## src/rtl/n64_joybus_pkg.sv

```systemverilog
// Shared joybus definitions: FSM states, quarter-phase indices, console command opcodes.
package n64_joybus_pkg;

  typedef enum logic [1:0] {IDLE, BIT, STOP} state_t;

  localparam logic [1:0] Q_LOW     = 2'd0;
  localparam logic [1:0] Q_DATA_LO = 2'd1;
  localparam logic [1:0] Q_DATA_HI = 2'd2;
  localparam logic [1:0] Q_HIGH    = 2'd3;
  localparam int         STOP_QUARTERS = 3;

  localparam logic [7:0] CMD_INFO  = 8'h00;
  localparam logic [7:0] CMD_POLL  = 8'h01;
  localparam logic [7:0] CMD_READ  = 8'h02;
  localparam logic [7:0] CMD_WRITE = 8'h03;
  localparam logic [7:0] CMD_RESET = 8'hFF;

  localparam int LEN_INFO  = 1;
  localparam int LEN_POLL  = 1;
  localparam int LEN_READ  = 3;
  localparam int LEN_WRITE = 35;
  localparam int LEN_RESET = 1;

  // Frame length the console sends for a given opcode; unknown opcodes send one byte.
  function automatic int cmd_len(input logic [7:0] op);
    case (op)
      CMD_INFO:  return LEN_INFO;
      CMD_POLL:  return LEN_POLL;
      CMD_READ:  return LEN_READ;
      CMD_WRITE: return LEN_WRITE;
      CMD_RESET: return LEN_RESET;
      default:   return 1;
    endcase
  endfunction

endpackage

```

## src/rtl/n64_bit_timer.sv

```systemverilog
// Quarter-bit timer: counts Q cycles per quarter and steps a 2-bit phase on each wrap.
// Runs while run is high; clear restarts at phase 0, count 0.
module n64_bit_timer
  import n64_joybus_pkg::*;
#(
  parameter int CLKS_PER_US = 50
) (
  input  logic       clk,
  input  logic       rst,
  input  logic       clear,
  input  logic       run,
  output logic [1:0] phase,
  output logic       quarter_end,
  output logic       bit_end
);

  localparam int CNT_W = (CLKS_PER_US > 1) ? $clog2(CLKS_PER_US) : 1;

  logic [CNT_W-1:0] cnt;

  assign quarter_end = run & (cnt == CNT_W'(CLKS_PER_US - 1));
  assign bit_end     = quarter_end & (phase == Q_HIGH);

  always_ff @(posedge clk or posedge rst) begin
    if (rst) begin
      cnt   <= '0;
      phase <= Q_LOW;
    end else if (clear) begin
      cnt   <= '0;
      phase <= Q_LOW;
    end else if (run) begin
      if (quarter_end) begin
        cnt   <= '0;
        phase <= phase + 2'd1;
      end else begin
        cnt <= cnt + 1'b1;
      end
    end
  end

endmodule

```

## src/rtl/n64_joybus_tx.sv

```systemverilog
// Joybus command transmitter: streams 1..MAX_BYTES bytes MSB first plus console stop bit.
// One byte of prefetch keeps bytes gap-free; an empty prefetch at the byte deadline ends the frame with underrun.
module n64_joybus_tx
  import n64_joybus_pkg::*;
#(
  parameter int CLKS_PER_US = 50,
  parameter int MAX_BYTES   = 35,
  parameter int LEN_W       = $clog2(MAX_BYTES + 1)
) (
  input  logic             clk,
  input  logic             rst,
  input  logic             start,
  input  logic [LEN_W-1:0] len,
  input  logic [7:0]       tx_data,
  input  logic             tx_valid,
  output logic             tx_ready,
  output logic             data_out,
  output logic             busy,
  output logic             done,
  output logic             underrun
);

  state_t           state;
  logic [7:0]       shreg;
  logic [2:0]       bidx;
  logic [7:0]       nxt;
  logic             nxt_full;
  logic [LEN_W-1:0] remaining;
  logic             short_frame;

  logic [1:0]       phase;
  logic             quarter_end;
  logic             bit_end;
  logic             accept;
  logic             deadline;
  logic [LEN_W-1:0] len_c;

  assign len_c    = (len > LEN_W'(MAX_BYTES)) ? LEN_W'(MAX_BYTES) : len;
  assign accept   = tx_valid & tx_ready;
  assign deadline = (state == BIT) & bit_end & (bidx == 3'd0);

  always_comb begin
    tx_ready = 1'b0;
    if (!rst) begin
      case (state)
        IDLE:    tx_ready = start & (len != '0);
        BIT:     tx_ready = ~nxt_full & (remaining != '0);
        default: tx_ready = 1'b0;
      endcase
    end
  end

  n64_bit_timer #(.CLKS_PER_US(CLKS_PER_US)) u_timer (
    .clk         (clk),
    .rst         (rst),
    .clear       (state == IDLE && accept),
    .run         (state != IDLE),
    .phase       (phase),
    .quarter_end (quarter_end),
    .bit_end     (bit_end)
  );

  // data_out is set one cycle ahead from the phase that is about to begin.
  always_ff @(posedge clk or posedge rst) begin
    if (rst) begin
      state       <= IDLE;
      data_out    <= 1'b1;
      busy        <= 1'b0;
      done        <= 1'b0;
      underrun    <= 1'b0;
      shreg       <= '0;
      bidx        <= '0;
      nxt         <= '0;
      nxt_full    <= 1'b0;
      remaining   <= '0;
      short_frame <= 1'b0;
    end else begin
      done     <= 1'b0;
      underrun <= 1'b0;
      case (state)
        IDLE: begin
          if (accept) begin
            shreg       <= tx_data;
            bidx        <= 3'd7;
            remaining   <= len_c - 1'b1;
            nxt_full    <= 1'b0;
            short_frame <= 1'b0;
            data_out    <= 1'b0;
            busy        <= 1'b1;
            state       <= BIT;
          end
        end
        BIT: begin
          if (accept && !deadline) begin
            nxt       <= tx_data;
            nxt_full  <= 1'b1;
            remaining <= remaining - 1'b1;
          end
          if (quarter_end) begin
            case (phase)
              Q_LOW, Q_DATA_LO: data_out <= shreg[7];
              Q_DATA_HI:        data_out <= 1'b1;
              default: begin
                data_out <= 1'b0;
                if (bidx != 3'd0) begin
                  shreg <= {shreg[6:0], 1'b0};
                  bidx  <= bidx - 3'd1;
                end else if (nxt_full) begin
                  shreg    <= nxt;
                  nxt_full <= 1'b0;
                  bidx     <= 3'd7;
                end else if (accept) begin
                  // A byte arriving on the deadline cycle still counts as present.
                  shreg     <= tx_data;
                  remaining <= remaining - 1'b1;
                  bidx      <= 3'd7;
                end else begin
                  short_frame <= (remaining != '0);
                  state       <= STOP;
                end
              end
            endcase
          end
        end
        STOP: begin
          if (quarter_end) begin
            if (phase == Q_LOW) begin
              data_out <= 1'b1;
            end else if (phase == 2'(STOP_QUARTERS - 1)) begin
              data_out <= 1'b1;
              busy     <= 1'b0;
              done     <= 1'b1;
              underrun <= short_frame;
              state    <= IDLE;
            end
          end
        end
        default: state <= IDLE;
      endcase
    end
  end

endmodule

```

## config.mk

```make
export PLATFORM = sky130hd
export DESIGN_NAME = n64_joybus_tx
export DESIGN_NICKNAME = d
export VERILOG_FILES = /design/src/rtl/n64_joybus_pkg.sv /design/src/rtl/n64_bit_timer.sv /design/src/rtl/n64_joybus_tx.sv
export SDC_FILE = /design/constraint.sdc
export NUM_CORES = 1
export LEC_CHECK = 0
export ABC_AREA = 1
export BUFFER_PORTS_ARGS = -buffer_cell sky130_fd_sc_hd__buf_2
export CORE_ASPECT_RATIO = 1.1
export CORE_MARGIN = 2
export CORE_UTILIZATION = 45
export CTS_CLUSTER_DIAMETER = 40
export DETAILED_ROUTE_END_ITERATION = 7
export GPL_TIMING_DRIVEN = 1
export PLACE_DENSITY = 0.72
export SKIP_CTS_REPAIR_TIMING = 1
export SLEW_MARGIN = 5
export SYNTH_ARGS = -nofsm -noshare
export SYNTH_HDL_FRONTEND = slang
export SYNTH_SLANG_ARGS = --single-unit
```

## constraint.sdc

```tcl
create_clock -name clk -period 3.35 [get_ports clk]
set_clock_uncertainty 0.2 [all_clocks]
set_input_delay 0.67 -clock clk [delete_from_list [all_inputs] [get_ports clk]]
set_output_delay 0.67 -clock clk [all_outputs]
set_load 0.01 [all_outputs]
```

== Word-level counts from Yosys, hierarchy flattened ==
Cells that the tools add are included.

* Bits in registers: 41
* Input port bits: 18
* Word-level logic and storage cells: 139

* Add/subtract/negate cells: 5
* Order comparisons: 1
* Eq/ne operators: 16
* Mux-type cells: 71
* Bitwise gates (word level): 8
* Reduce and logical (&&, ||, !) cells: 25

{| class="wikitable"
|+ Operators by type and width
! operator !! count
|-
| two-way mux 6 bit || 11
|-
| two-way mux 8 bit || 5
|-
| two-way mux 1 bit || 28
|-
| two-way mux 2 bit || 12
|-
| one-hot mux 8 bit (2 select lines) || 1
|-
| two-way mux 3 bit || 5
|-
| != test 2 bit (second input constant) || 7
|-
| one-hot mux 6 bit (2 select lines) || 1
|-
| nonzero test 6 bit || 2
|-
| subtractor 6 x 1 -> 6 bit (second input constant) || 2
|-
| one-hot mux 1 bit (2 select lines) || 5
|-
| AND reduction 5 bit || 2
|-
| nonzero test 2 bit || 5
|-
| AND reduction 9 bit || 1
|-
| bitwise AND 1 bit || 7
|-
| AND reduction 7 bit || 1
|-
| adder 6 x 1 -> 6 bit (second input constant) || 1
|-
| equality test 2 bit (second input constant) || 3
|-
| equality test 6 bit (second input constant) || 1
|-
| greater-than comparator 6 bit (second input constant) || 1
|-
| one-hot mux 2 bit (3 select lines) || 1
|-
| one-hot mux 3 bit (2 select lines) || 1
|-
| AND reduction 2 bit || 3
|-
| nonzero test 3 bit || 2
|-
| 14 further kinds || 18
|}

== Logic depth before layout (Yosys ltp) ==
* Depth after elaboration: 14
* Mapped depth: 14

== Hierarchy ==
From an unflattened synthesis, not the netlist that was laid out.

* Cells, all modules: 348
* Area, all modules: 2603.7 µm²

{| class="wikitable"
|+ By module, submodules not included
! module !! times used !! cells each !! area an instance (µm²)
|-
| n64_joybus_tx || 1 || 281 || 2109.5
|-
| n64_bit_timer || 1 || 67 || 494.2
|}

== Worst setup path after synthesis ==
OpenSTA, ideal clock, no wires.

* Path type: input port to flip-flop
* Start: input port rst
* End: register shreg[3]
* Data arrival time: 2719 ps
* Data required time: 3026 ps
* Path slack: 307 ps
* Stages on the path: 6
* Path through: clkinv_1 nand3_4 buf_6 o21ai_2 o21ai_0 a21oi_2

* Cells in the longest elaborated chain, start to end: 8

{| class="wikitable"
|+ RTL lines
! item !! RTL line !! source
|-
| start: declaration || n64_joybus_tx.sv:11 || <nowiki>input logic rst,</nowiki>
|-
| two-way mux 1 bit (*) || n64_joybus_tx.sv:44 || <nowiki>if (!rst) begin</nowiki>
|-
| bitwise AND 1 bit (*) || n64_joybus_tx.sv:39 || <nowiki>assign accept = tx_valid & tx_ready;</nowiki>
|-
| two-way mux 8 bit (*) || n/a ||
|-
| two-way mux 8 bit (4 in series) || n/a ||
|-
| one-hot mux 8 bit (2 select lines) (*) || n/a ||
|-
| end signal: assignment || n64_joybus_tx.sv:83 || <nowiki>shreg <= tx_data;</nowiki>
|-
| end signal: assignment || n64_joybus_tx.sv:106 || <nowiki>shreg <= {shreg[6:0], 1'b0};</nowiki>
|-
| end signal: assignment || n64_joybus_tx.sv:109 || <nowiki>shreg <= nxt;</nowiki>
|-
| end: declaration || n64_joybus_tx.sv:24 || <nowiki>logic [7:0] shreg;</nowiki>
|}

Mark *: on every way between the ends. The rest lies on a longest branch, timed or not. The select of a mux whose other input is x is not followed.
A chain may end at the register's enable or synchronous reset.

== Worst setup path after layout ==
* Start: register remaining[0]
* End: output port tx_ready

* Cells in the longest elaborated chain, start to end: 4

{| class="wikitable"
|+ RTL lines
! item !! RTL line !! source
|-
| start: declaration || n64_joybus_tx.sv:28 || <nowiki>logic [LEN_W-1:0] remaining;</nowiki>
|-
| start signal: assignment || n64_joybus_tx.sv:85 || <nowiki>remaining <= len_c - 1'b1;</nowiki>
|-
| start signal: assignment || n64_joybus_tx.sv:97 || <nowiki>remaining <= remaining - 1'b1;</nowiki>
|-
| start signal: assignment || n64_joybus_tx.sv:115 || <nowiki>remaining <= remaining - 1'b1;</nowiki>
|-
| nonzero test 6 bit || n64_joybus_tx.sv:47 || <nowiki>BIT: tx_ready = ~nxt_full & (remaining != '0);</nowiki>
|-
| bitwise AND 1 bit || n64_joybus_tx.sv:47 ||
|-
| one-hot mux 1 bit (2 select lines) || n64_joybus_tx.sv:45 || <nowiki>case (state)</nowiki>
|-
| two-way mux 1 bit || n64_joybus_tx.sv:44 ||
|-
| end: declaration || n64_joybus_tx.sv:16 || <nowiki>output logic tx_ready,</nowiki>
|}

Every way passes these cells.

==> metrics.cfg <==
[global_route]
grt.overflow.total=0
grt_pass1_wl_um=11300
grt_pass1_vias=2477
grt_usage_pct=18.9
grt_max_degree=47
antenna_found_initial=0

[synth]
synth-simple-area-share_pct=31.3
synth_fp_nets=456
synth_top_family_by_area=simple AND/OR/NAND/NOR gates
yosys-top-cells-count=nand2_1 (95), inv_1 (58), nor2_1 (52)
syn_inst=424
synth_most_common_cell=nand2_1
synth_seq_cells=41
ys_types=42
yosysTopAreaCell=dfrtp_1
ys_seq_area_share_pct=33.7
synthAdderAreaFrac_pct=5.75
synth_warnings=0
syn_area_per_cell_um2=7.18
synth_edf_count=0
synth_flop_cell=dfrtp_1
synth.area.mux_share_pct=0
yosysTopAreaCellShare_pct=32.9
synth_area_um2=3050
synth-xor-area-share_pct=1.73
synth_compound_area_share_pct=16.7
async_reset_ff_share_pct=100
synthTopCellsByArea=dfrtp_1 (33%), nand2_1 (12%), inv_1 (7.1%)

[sta]
maxSlewHeadroom_pct=60.8
fin_setup_tns_ns=0
slew_violations=0
setup_viol=0
fin_crit_sh_pct=79.3
rsz0062_at_grt=false
min_period_ns=2.66
hold_ws_ns=0.289
final_hold_viol_count=0
tightest_slew_ns=0.588
max_freq_mhz=376

[detailed_routing]
wl_per_cell_um=12.3
route.detailed.drc=0
routed_wl_um=6470
vias_per_cell=5.04
drt-initial-drc-count=149
dr.pass1.iters=4
ant_nets=0
via_count=2652

[placed_design]
portBuffers=22
gp_congestion=0.987
dp_hpwl_um=4690

[worst_setup_path]
start_kind=flop
path_class=reg2out
worstPathArrival_ns=1.79
rr_endpoint=remaining[0]$_DFFE_PP0P_
ff2ff_path_depth=11
r2r_start=remaining[0]$_DFFE_PP0P_
cp-end-kind=primary output
critPathCapture=tx_ready
r2r_slack_ns=0.84
crit_path_frequent_cell=nand3_2
cp-startpoint=remaining[0]$_DFFE_PP0P_
path_depth=6
crit_path_max_incr_delay_ns=0.44
cp_max_fo=5
path_cells=inv_1 -> ha_1 -> nand3_2 -> nand3_2 -> a21oi_1 -> buf_2
cp_top_family=flip-flops
worstPathRequired_ns=2.48
slowest_stage=dfrtp_1
worst-path-buf-inv=2

[clock_tree]
cts_tree=done
clk_pin_slew_ns=0.09
clk_latency_ns=0.30
cts_root_buf=clkbuf_8
cts_max_path_buffers=2
cts.sinks=41
cts_buffers=5
htree_num_levels=2

[power_and_ir_drop]
p_switching_mw=1.39
p_sw_share_pct=49.2
powerDensity_nw_per_um2=858
power.internal_mw=1.43
ir_worst_vdd_mv=0.363
finalPower_mw=2.82
p_comb_share_pct=55.2
pwr-share-seq_pct=32.9
p_leak_nw=1.70
pwr-share-clk_pct=11.9

[finish]
final_core_util_pct=50.1
num_antenna_cells=0
drive_above_1_share_pct=16.4
area_delta_synth_final_pct=7.85
finalNetCount=475

[die]
die_w_um=82.4
ios=23
fp.dieH_um=90.3
coreArea_um2=6560
die_area_um2=7440
start_util_pct=46.5
num_rows=31

[hold_path]
holdPathStages=2
hold_class=reg2reg

[run_status]
status=completed

[flow_run]
cap_violations=0

==> sequential cells by signal (all words and copies together), names as in the netlist <==
| name | cells |
|---|---|
| underrun | 1 |
| busy | 1 |
| done | 1 |
| short_frame | 1 |
| bidx | 3 |
| state | 2 |
| remaining | 6 |
| data_out | 1 |
| nxt_full | 1 |
| u_timer.phase | 2 |
| shreg | 8 |
| u_timer.cnt | 6 |
| nxt | 8 |
==> placed cells by master, fill, tap and decap left out, drive strengths merged <==
| cell type | instances |
|---|---|
| o211ai | 1 |
| nand3 | 23 |
| clkinv | 2 |
| dfrtp | 40 |
| o31ai | 1 |
| a21oi | 33 |
| nand3b | 2 |
| nor2 | 59 |
| nand2 | 103 |
| or3 | 1 |
| buf | 25 |
| dfstp | 1 |
| o21ai | 37 |
| inv | 64 |
| ha | 14 |
| o22ai | 4 |
| xnor2 | 3 |
| a21boi | 1 |
| clkbuf | 5 |
| nand4 | 10 |
| nor3 | 2 |
| xor2 | 3 |
| nor3b | 2 |
| a31oi | 4 |
| clkinvlp | 1 |
| a22oi | 3 |
==> worst min-delay path by stage <==
| stage | start | end |
|---|---|---|
| 2_1_floorplan | nxt[1]$_DFFE_PP0P_ | nxt[1]$_DFFE_PP0P_ |
| 3_3_place_gp | data_out$_DFFE_PP1P_ | data_out$_DFFE_PP1P_ |
| 3_5_place_dp | data_out$_DFFE_PP1P_ | data_out$_DFFE_PP1P_ |
| 4_1_cts | data_out$_DFFE_PP1P_ | data_out$_DFFE_PP1P_ |
| 5_1_grt | data_out$_DFFE_PP1P_ | data_out$_DFFE_PP1P_ |
| 6_report | data_out$_DFFE_PP1P_ | data_out$_DFFE_PP1P_ |
==> layer usage <==
metal	wire length (um)	GRT usage, %	up-vias	share of wire, %
met4	115	5.00	0	1.8
li1	-	-	1398	-
met1	3070	26.2	1182	47
met5	0	0	-	0
met2	2990	30.2	62	46
met3	295	3.00	10	4.6
==> metrics by stage <==
step | std cells | instance area (um^2) | setup WS, ns
after floorplan | 424 | 3050 | 0.307
after global placement | 518 | 3190 | 0.854
after detailed placement | 518 | 3190 | 0.801
after CTS | 526 | 3280 | 0.696
after global routing | 526 | 3280 | 0.595
final | 526 | 3280 | 0.694
==> kinds of logic after synthesis <==
family	Yosys count
AND/OR/NAND/NOR	202
adder cells (fa/ha/maj)	14
XOR/XNOR	6
flip-flops	41
AO/OA/AOI/OAI	84
buffers and inverters	77
==> power by group through the flow <==
stage	combinational [mW]	clock, mW	sequential, mW
after floorplan	1.34	0	0.845
after global placement	1.52	0	0.924
after detailed placement	1.56	0	0.931
after CTS	1.56	0.346	0.924
after global routing	1.78	0.367	0.955
final	1.56	0.335	0.926
==> layout make-up <==
| class | instances | area (um^2) |
|---|---|---|
| Fill cell | 636 | 3270 |
| Clock inverter | 3 | 21.3 |
| Tap cell | 82 | 103 |
| Timing Repair Buffer | 25 | 133 |
| Inverter | 64 | 243 |
| Clock buffer | 5 | 68.8 |
| Sequential cell | 41 | 1030 |
| Multi-Input combinational cell | 306 | 1690 |
==> worst reg2reg max path, delay by kind of cell, from the launching register on <==
family                   cells  cell delay, ns
buffers and inverters        2            0.25
flip-flops                   1            0.44
AND/OR/NAND/NOR              6            1.04
AO/OA/AOI/OAI                2            0.24
adder cells (fa/ha/maj)      1            0.26
Power figures use the tool's default switching activity.
